[config.mk]
export PLATFORM = sky130hd
export DESIGN_NAME = acc_differentiator_flat
export DESIGN_NICKNAME = d
export VERILOG_FILES = /design/src/rtl/acc_pkg.sv /design/src/rtl/acc_differentiator_if.sv /design/src/rtl/acc_out_stage.sv /design/src/rtl/acc_differentiator.sv /design/src/flat_wrapper.sv
export SDC_FILE = /design/constraint.sdc
export NUM_CORES = 1
export LEC_CHECK = 0
export CAP_MARGIN = 20
export CORE_MARGIN = 4
export CORE_UTILIZATION = 30
export DETAILED_ROUTE_END_ITERATION = 16
export GPL_ROUTABILITY_DRIVEN = 0
export PLACE_DENSITY_LB_ADDON = 0.15
export SLEW_MARGIN = 20
export SYNTH_ARGS = -nofsm -noshare
export SYNTH_HDL_FRONTEND = slang
export SYNTH_SLANG_ARGS = --single-unit
[constraint.sdc]
create_clock -name clk -period 2.7 [get_ports clk]
set_input_delay 0.675 -clock clk [delete_from_list [all_inputs] [get_ports clk]]
set_output_delay 0.675 -clock clk [all_outputs]
set_load 0.02 [all_outputs]
[src/rtl/acc_pkg.sv]
// Shared definitions for the accumulator / differentiator pair.
package acc_pkg;

  localparam int unsigned ACC_WIDTH = 8;
  localparam int unsigned ACC_INIT  = 0;

  typedef enum logic {
    EMPTY = 1'b0,
    FULL  = 1'b1
  } diff_state_t;

endpackage

[src/rtl/acc_differentiator_if.sv]
// Sample/result stream between the accumulator, the differentiator and its consumer.
interface acc_differentiator_if
  import acc_pkg::*;
#(
  parameter int unsigned WIDTH     = ACC_WIDTH,
  parameter int unsigned CNT_WIDTH = 16
);
  logic [WIDTH-1:0]     in;
  logic                 ceDiff;
  logic                 inReady;
  logic                 restart;
  logic [WIDTH-1:0]     out;
  logic                 outValid;
  logic                 outReady;
  logic [CNT_WIDTH-1:0] count;

  modport master (
    output in, ceDiff, restart, outReady,
    input  inReady, out, outValid, count
  );

  modport slave (
    input  in, ceDiff, restart, outReady,
    output inReady, out, outValid, count
  );
endinterface

[src/rtl/acc_out_stage.sv]
// One-entry valid/ready output register; produces the accept and consume strobes.
module acc_out_stage
  import acc_pkg::*;
#(
  parameter int unsigned WIDTH = ACC_WIDTH
) (
  input  logic             clk,
  input  logic             rst,
  input  logic             flush,
  input  logic             load,
  input  logic [WIDTH-1:0] din,
  output logic             in_ready,
  output logic             accept,
  output logic             consume,
  output logic [WIDTH-1:0] dout,
  output logic             dout_valid,
  input  logic             dout_ready
);

  diff_state_t      state_q;
  logic [WIDTH-1:0] data_q;

  always_comb begin
    dout_valid = (state_q == FULL);
    dout       = data_q;
    in_ready   = !dout_valid || dout_ready;
    accept     = load && in_ready && !flush;
    consume    = dout_valid && dout_ready;
  end

  always_ff @(posedge clk) begin
    if (rst) begin
      state_q <= EMPTY;
      data_q  <= '0;
    end else if (flush) begin
      // Pending result is dropped; data is left as-is.
      state_q <= EMPTY;
    end else begin
      unique case (state_q)
        EMPTY: begin
          if (accept) begin
            state_q <= FULL;
            data_q  <= din;
          end
        end
        FULL: begin
          if (accept) begin
            data_q <= din;
          end else if (dout_ready) begin
            state_q <= EMPTY;
          end
        end
        default: state_q <= EMPTY;
      endcase
    end
  end

endmodule

[src/rtl/acc_differentiator.sv]
// Recovers increments from a running-sum stream: out = in - previous in (mod 2^WIDTH).
module acc_differentiator
  import acc_pkg::*;
#(
  parameter int unsigned      WIDTH     = ACC_WIDTH,
  parameter logic [WIDTH-1:0] INIT      = WIDTH'(ACC_INIT),
  parameter int unsigned      CNT_WIDTH = 16
) (
  input logic                 clk,
  input logic                 rst,
  acc_differentiator_if.slave bus
);

  logic [WIDTH-1:0]     prev_q;
  logic [CNT_WIDTH-1:0] count_q;
  logic [WIDTH-1:0]     diff;
  logic                 accept;
  logic                 consume;

  assign diff = bus.in - prev_q;

  acc_out_stage #(
    .WIDTH (WIDTH)
  ) u_out_stage (
    .clk        (clk),
    .rst        (rst),
    .flush      (bus.restart),
    .load       (bus.ceDiff),
    .din        (diff),
    .in_ready   (bus.inReady),
    .accept     (accept),
    .consume    (consume),
    .dout       (bus.out),
    .dout_valid (bus.outValid),
    .dout_ready (bus.outReady)
  );

  always_ff @(posedge clk) begin
    if (rst || bus.restart) begin
      prev_q <= INIT;
    end else if (accept) begin
      prev_q <= bus.in;
    end
  end

  // A result discarded by restart is not counted as consumed.
  always_ff @(posedge clk) begin
    if (rst || bus.restart) begin
      count_q <= '0;
    end else if (consume) begin
      count_q <= count_q + {{(CNT_WIDTH-1){1'b0}}, 1'b1};
    end
  end

  assign bus.count = count_q;

endmodule

[src/flat_wrapper.sv]
// flat-port wrapper written by rule: the top's interface ports become plain ports
module acc_differentiator_flat import acc_pkg::*;
#(
  parameter int unsigned      WIDTH     = ACC_WIDTH,
  parameter logic [WIDTH-1:0] INIT      = WIDTH'(ACC_INIT),
  parameter int unsigned      CNT_WIDTH = 16
)
  (clk, rst, bus_in, bus_ceDiff, bus_restart, bus_outReady, bus_inReady, bus_out, bus_outValid, bus_count);
  acc_differentiator_if #(.WIDTH(WIDTH), .CNT_WIDTH(CNT_WIDTH)) bus_i ();
  input logic clk;
  input logic rst;
  input wire logic [$bits(bus_i.in)-1:0] bus_in;
  input wire logic [$bits(bus_i.ceDiff)-1:0] bus_ceDiff;
  input wire logic [$bits(bus_i.restart)-1:0] bus_restart;
  input wire logic [$bits(bus_i.outReady)-1:0] bus_outReady;
  output wire logic [$bits(bus_i.inReady)-1:0] bus_inReady;
  output wire logic [$bits(bus_i.out)-1:0] bus_out;
  output wire logic [$bits(bus_i.outValid)-1:0] bus_outValid;
  output wire logic [$bits(bus_i.count)-1:0] bus_count;
  assign bus_i.in = bus_in;
  assign bus_i.ceDiff = bus_ceDiff;
  assign bus_i.restart = bus_restart;
  assign bus_i.outReady = bus_outReady;
  assign bus_inReady = bus_i.inReady;
  assign bus_out = bus_i.out;
  assign bus_outValid = bus_i.outValid;
  assign bus_count = bus_i.count;
  acc_differentiator #(.WIDTH(WIDTH), .INIT(INIT), .CNT_WIDTH(CNT_WIDTH)) u_core (.clk(clk), .rst(rst), .bus(bus_i));
endmodule
# Word level (Yosys, flattened, before mapping)
# Cells that the tools add are included.
[classes]
add_sub_neg = 2
n_mux = 5
n_bitwise = 2
n_reduce_logical = 9
[ops]
columns = ["operator", "count"]
rows = [
  ["adder 16 x 1 -> 16 bit, second input constant", 1],
  ["two-way mux 8 bit", 1],
  ["subtractor 8 bit", 1],
  ["logical AND 1 bit", 3],
  ["two-way mux 1 bit", 3],
  ["logical NOT 1 bit", 2],
  ["logical OR 1 bit", 2],
  ["NOT 1 bit", 2],
  ["case mux 1 bit (2 select lines)", 1],
  ["AND reduction 2 bit", 1],
  ["OR reduction 2 bit", 1],
]
[totals]
register_bits = 33
input_bits = 13
output_inout_bits = 26
elab_cells = 22

# Longest topological paths before layout
[logic_depth]
word_depth = 6
depth_mapped = 8

# Cells and area by module
# Synthesis repeated with hierarchy kept, for this count alone.
[unflattened]
cells_unflattened = 184
area_unflattened_um2 = 1681.6
[by_module_without_submodules]
columns = ["mod", "instances", "cells_each", "area_per_inst_um2", "seq_area_each_um2"]
rows = [
  ["acc_differentiator", 1, 143, 1260.0, 480.5],
  ["acc_out_stage", 1, 41, 421.7, 180.2],
]

# Least setup slack after synthesis
# Ideal clock, no wire load.
[synth_timing]
path_type = "input port to flip-flop"
start = "in bus_in[0]"
end = "reg u_core.u_out_stage.data_q[6] (netlist: u_core.u_out_stage.dout[6])"
setup_time_ns = 0.130
arrival_time_ns = 1.889
slack_ns = 0.681
cell_stages = 8
cell_sequence = "inv_1 ha_1 inv_1 fa_1 a21o_1 a21boi_0 or4b_1 nand4_1"
[synth_between]
elab_chain_cells = 2
[synth_lines]
columns = ["element", "line", "rtl"]
rows = [
  ["from (decl)", "flat_wrapper.sv:12", "input wire logic [$bits(bus_i.in)-1:0] bus_in;"],
  ["subtractor 8 bit", "acc_differentiator.sv:20", "assign diff = bus.in - prev_q;"],
  ["two-way mux 8 bit", "acc_out_stage.sv:41, acc_out_stage.sv:47", ""],
  ["to (signal assigned)", "acc_out_stage.sv:43", "data_q <= din;"],
  ["to (signal assigned)", "acc_out_stage.sv:48", "data_q <= din;"],
  ["to (decl)", "acc_out_stage.sv:21", "logic [WIDTH-1:0] data_q;"],
]
# Every way passes these cells. The select of a mux whose other input is x is not followed.
# A chain may end at the register's enable or synchronous reset.

# Final worst setup path
[layout_timing]
start = "in bus_outReady"
end = "out bus_inReady"
[layout_between]
elab_chain_cells = 1
[layout_lines]
columns = ["element", "line", "rtl"]
rows = [
  ["from (decl)", "flat_wrapper.sv:15", "input wire logic [$bits(bus_i.outReady)-1:0] bus_outReady;"],
  ["logical OR 1 bit", "acc_out_stage.sv:26", "in_ready = !dout_valid || dout_ready;"],
  ["to (decl)", "flat_wrapper.sv:16", "output wire logic [$bits(bus_i.inReady)-1:0] bus_inReady;"],
]
# Every way passes these cells.

==> run_results.csv <==
group,metric,value,unit
power_and_ir_drop,cellLeakagePower,0.778,nW
power_and_ir_drop,power_density,490,nW/um2
clocking,cts_tree,"built",
place,dp_hpwl,2970,um
clocking,cts_resized,0,
route,antenna_left,0,
power_and_ir_drop,vdd_ir_drop_max,285,uV
logic_synthesis,netlist_instances,208,
logic_synthesis,syn_nets,230,
place,dpl.cell_count,319,
layout,multi_input_area,947,um2
setup_path,slowest_delay,0.54,ns
worst_hold_path,hold_class,"reg -> reg",
setup_path,crit_path_frequent_cell,"clkdlybuf4s50_1",
place,io_buffers,38,
power_and_ir_drop,power_frac_comb,13.5,%
clocking,clock_sinks,33,
global_route,grt_overflow,0,
logic_synthesis,syn-cell-area,1710,um2
setup_path,cp_data_required_time,2.03,ns
floorplan,rows,27,
global_route,met1_usage,15.8,%
layout,final_common_cell,"clkdlybuf4s50_1",
route,drt_iter0_drc,40,
setup_path,cp-start-kind,"input pin",
clocking,clk_latency,0.29,ns
global_route,antenna_found_initial,0,
global_route,grt_pass1_wl,7020,um
power_and_ir_drop,pwr-share-seq,44.7,%
timing,final.setup.tns,0,ns
floorplan,ios,39,
logic_synthesis,synth-seq-cells,33,
logic_synthesis,synth.distinct_cells,36,
global_route,grt_most_used_layer,"met2",
global_route,grt_pass1_vias,1524,
global_route,grt_usage,12.2,%
floorplan,start_util,31.1,%
global_route,groute.layer.met2.usage,18.6,%
setup_path,path_cells,"clkdlybuf4s50_1 -> nor2b_1 -> inv_2 -> clkdlybuf4s50_1",
timing,finalSetupViolCount,0,
power_and_ir_drop,p_total,1.13,mW
floorplan,die_w,83.6,um
layout,diodes,0,
route,via_per_inst,4.71,
floorplan,core,5510,um2
clocking,ctsLongestPathBuffers,2,
logic_synthesis,seq_area_frac_synth,38.6,%
setup_path,crit_buf_inv,3,
clocking,clockRootBuffer,"clkbuf_8",
route,wl,3970,um
floorplan,die-area,6980,um2
timing,rsz0062_at_grt,"false",
layout,nNetsFinal,276,
logic_synthesis,ys_warn_count,0,
clocking,postCtsSetupRepairBufs,0,
timing,fin_crit_sh,95.2,%
route,drc_errors,0,
timing,hold_viol_final,0,
layout,final-seq-area,661,um2
layout,instances_no_fill,327,
global_route,met3_usage,4.05,%
logic_synthesis,synth.avg_cell_area,8.24,um2
setup_path,crit_slowest_cell,"clkdlybuf4s50_1",
setup_path,endpoint_kind,"output port",
timing,drv_slew,0,
setup_path,critPathKind,"in -> out",
global_route,grt_max_degree,27,
setup_path,cp_top_family,"buffers and inverters",
power_and_ir_drop,p_int,0.848,mW
run_status,outcome,"complete, no violations",
timing,timing.fmax,389,MHz
route,num_vias,1540,
layout,syn2layout_area_growth,35.1,%
route,drt_pre_antenna_iters,4,
clocking,path_clk_slew,0.07,ns
clocking,htreeDepth,2,
route,wl_per_cell,12.2,um
layout,drive_above_1_share,9.80,%
timing,slew_headroom,66.4,%
timing,finalCriticalPeriod,2.57,ns
timing,finClkSkew,0.00874,ns
power_and_ir_drop,pwr-share-clk,41.8,%
setup_path,path_max_fanout,2,
setup_path,cp.arrival,1.90,ns
timing,worstMarginPinSlew,0.504,ns
timing,holdWs,0.451,ns
floorplan,die_h,83.6,um
clocking,cts_buffers,5,
power_and_ir_drop,switching_share,25.2,%
clocking,hold_buffers,0,
power_and_ir_drop,p_switching,0.286,mW
layout,final_cell_mix,"clkdlybuf4s50_1, dfxtp_1, nor2_1",
job,timing.max_cap.violations,0,
layout,num-fill-cells,586,
## power groups by stage
stage / Combinational (mW) / Sequential [mW] / Clock (mW)
floorplan: 0.0803 / 0.529 / 0
global placement: 0.155 / 0.518 / 0
detailed placement: 0.155 / 0.518 / 0
CTS: 0.155 / 0.507 / 0.498
global route: 0.171 / 0.508 / 0.511
finish: 0.153 / 0.507 / 0.474
## final timing paths
| check | depth (start not counted) | end | slack (ns) | startpoint |
|---|---|---|---|---|
| worst max-delay path | 4 | bus_inReady | 0.13 | bus_outReady |
| worst min-delay path | 2 | u_core.u_out_stage.dout[3]$_SDFFE_PP0P_ | 0.45 | u_core.u_out_stage.dout[3]$_SDFFE_PP0P_ |
| worst min register to register | 2 | u_core.u_out_stage.dout[3]$_SDFFE_PP0P_ | 0.45 | u_core.u_out_stage.dout[3]$_SDFFE_PP0P_ |
| worst max register to register | 5 | u_core.u_out_stage.dout[6]$_SDFFE_PP0P_ | 0.91 | u_core.u_out_stage.dout_valid$_SDFF_PP0_ |
## cells by family (layout without fill, tap and decap cells)
family          after synthesis  in the layout  synth area share (%)
xor+xnor                     15             15                  7.67
compound gates               37             37                  13.7
flops                        33             33                  38.6
fa+ha+maj                     9              9                  7.01
simple gates                 90             90                  26.9
buf+inv                      24             71                  6.14
## routing by layer
layer | wire length (um) | vias to the layer above
li1 | - | 810
met5 | 0 | -
met2 | 1690 | 36
met4 | 72 | 0
met3 | 183 | 7
met1 | 2030 | 687
## worst min-delay path: cells and delay by family (launching register included)
family	cells	cell delay, ns
AND/OR/NAND/NOR	1	0.05
AO/OA/AOI/OAI	1	0.05
flip-flops	1	0.31
## through the flow
step           util (%)  instance area [um2]  worst slack, ns
3_3_place_gp       39.9                 2200            0.114
2_1_floorplan         -                 1710            0.681
5_1_grt            42.0                 2310           0.0632
3_5_place_dp       39.9                 2200           0.0980
4_1_cts            42.0                 2310            0.111
6_report           42.0                 2310            0.129
## sequential cells by signal, indices dropped and copies added, names as in the netlist
signal / count
u_core.bus.count: 16
u_core.prev_q: 8
u_core.u_out_stage.dout_valid: 1
u_core.u_out_stage.dout: 8
## cell usage after synthesis
library cell / count / share of area (%)
dfxtp_1: 33 / 39
nor2_1: 25 / 5.5
a21oi_1: 17 / 5.0
inv_1: 16 / 3.5
nand2_1: 16 / 3.5
nand3_1: 16 / 4.7
xnor2_1: 12 / 6.1
ha_1: 8 / 5.8
nand4_1: 6 / 2.2
nor3_1: 6 / 1.8
nand3b_1: 5 / 2.2
a211oi_1: 4 / 1.8
clkbuf_1: 4 / 0.88
o211ai_1: 4 / 1.8
nor4_1: 3 / 1.1
o21ai_0: 3 / 0.88
or2_2: 3 / 1.1
xor2_1: 3 / 1.5
a21boi_0: 2 / 0.88
a21o_1: 2 / 0.88
a31o_2: 2 / 1.0
buf_6: 2 / 1.3
inv_2: 2 / 0.44
or4b_1: 2 / 1.2
a2111o_1: 1 / 0.66
a211o_1: 1 / 0.51
and3_1: 1 / 0.37
fa_1: 1 / 1.2
nand2b_1: 1 / 0.37
nor2b_1: 1 / 0.37
nor3_2: 1 / 0.58
nor3b_1: 1 / 0.44
o31ai_1: 1 / 0.44
or2b_2: 1 / 0.51
or3_4: 1 / 0.66
or4_1: 1 / 0.44
## area by class of cell
| cell class | instances | share of cell area, % |
|---|---|---|
| inverters | 18 | 2.92 |
| flip-flops and latches | 33 | 28.6 |
| clock buffers | 5 | 2.97 |
| clock inverters | 3 | 2.00 |
| well taps | 72 | 3.89 |
| multi-input cells | 151 | 40.9 |
| repair buffers | 45 | 18.7 |
Power figures use the tool's default switching activity.
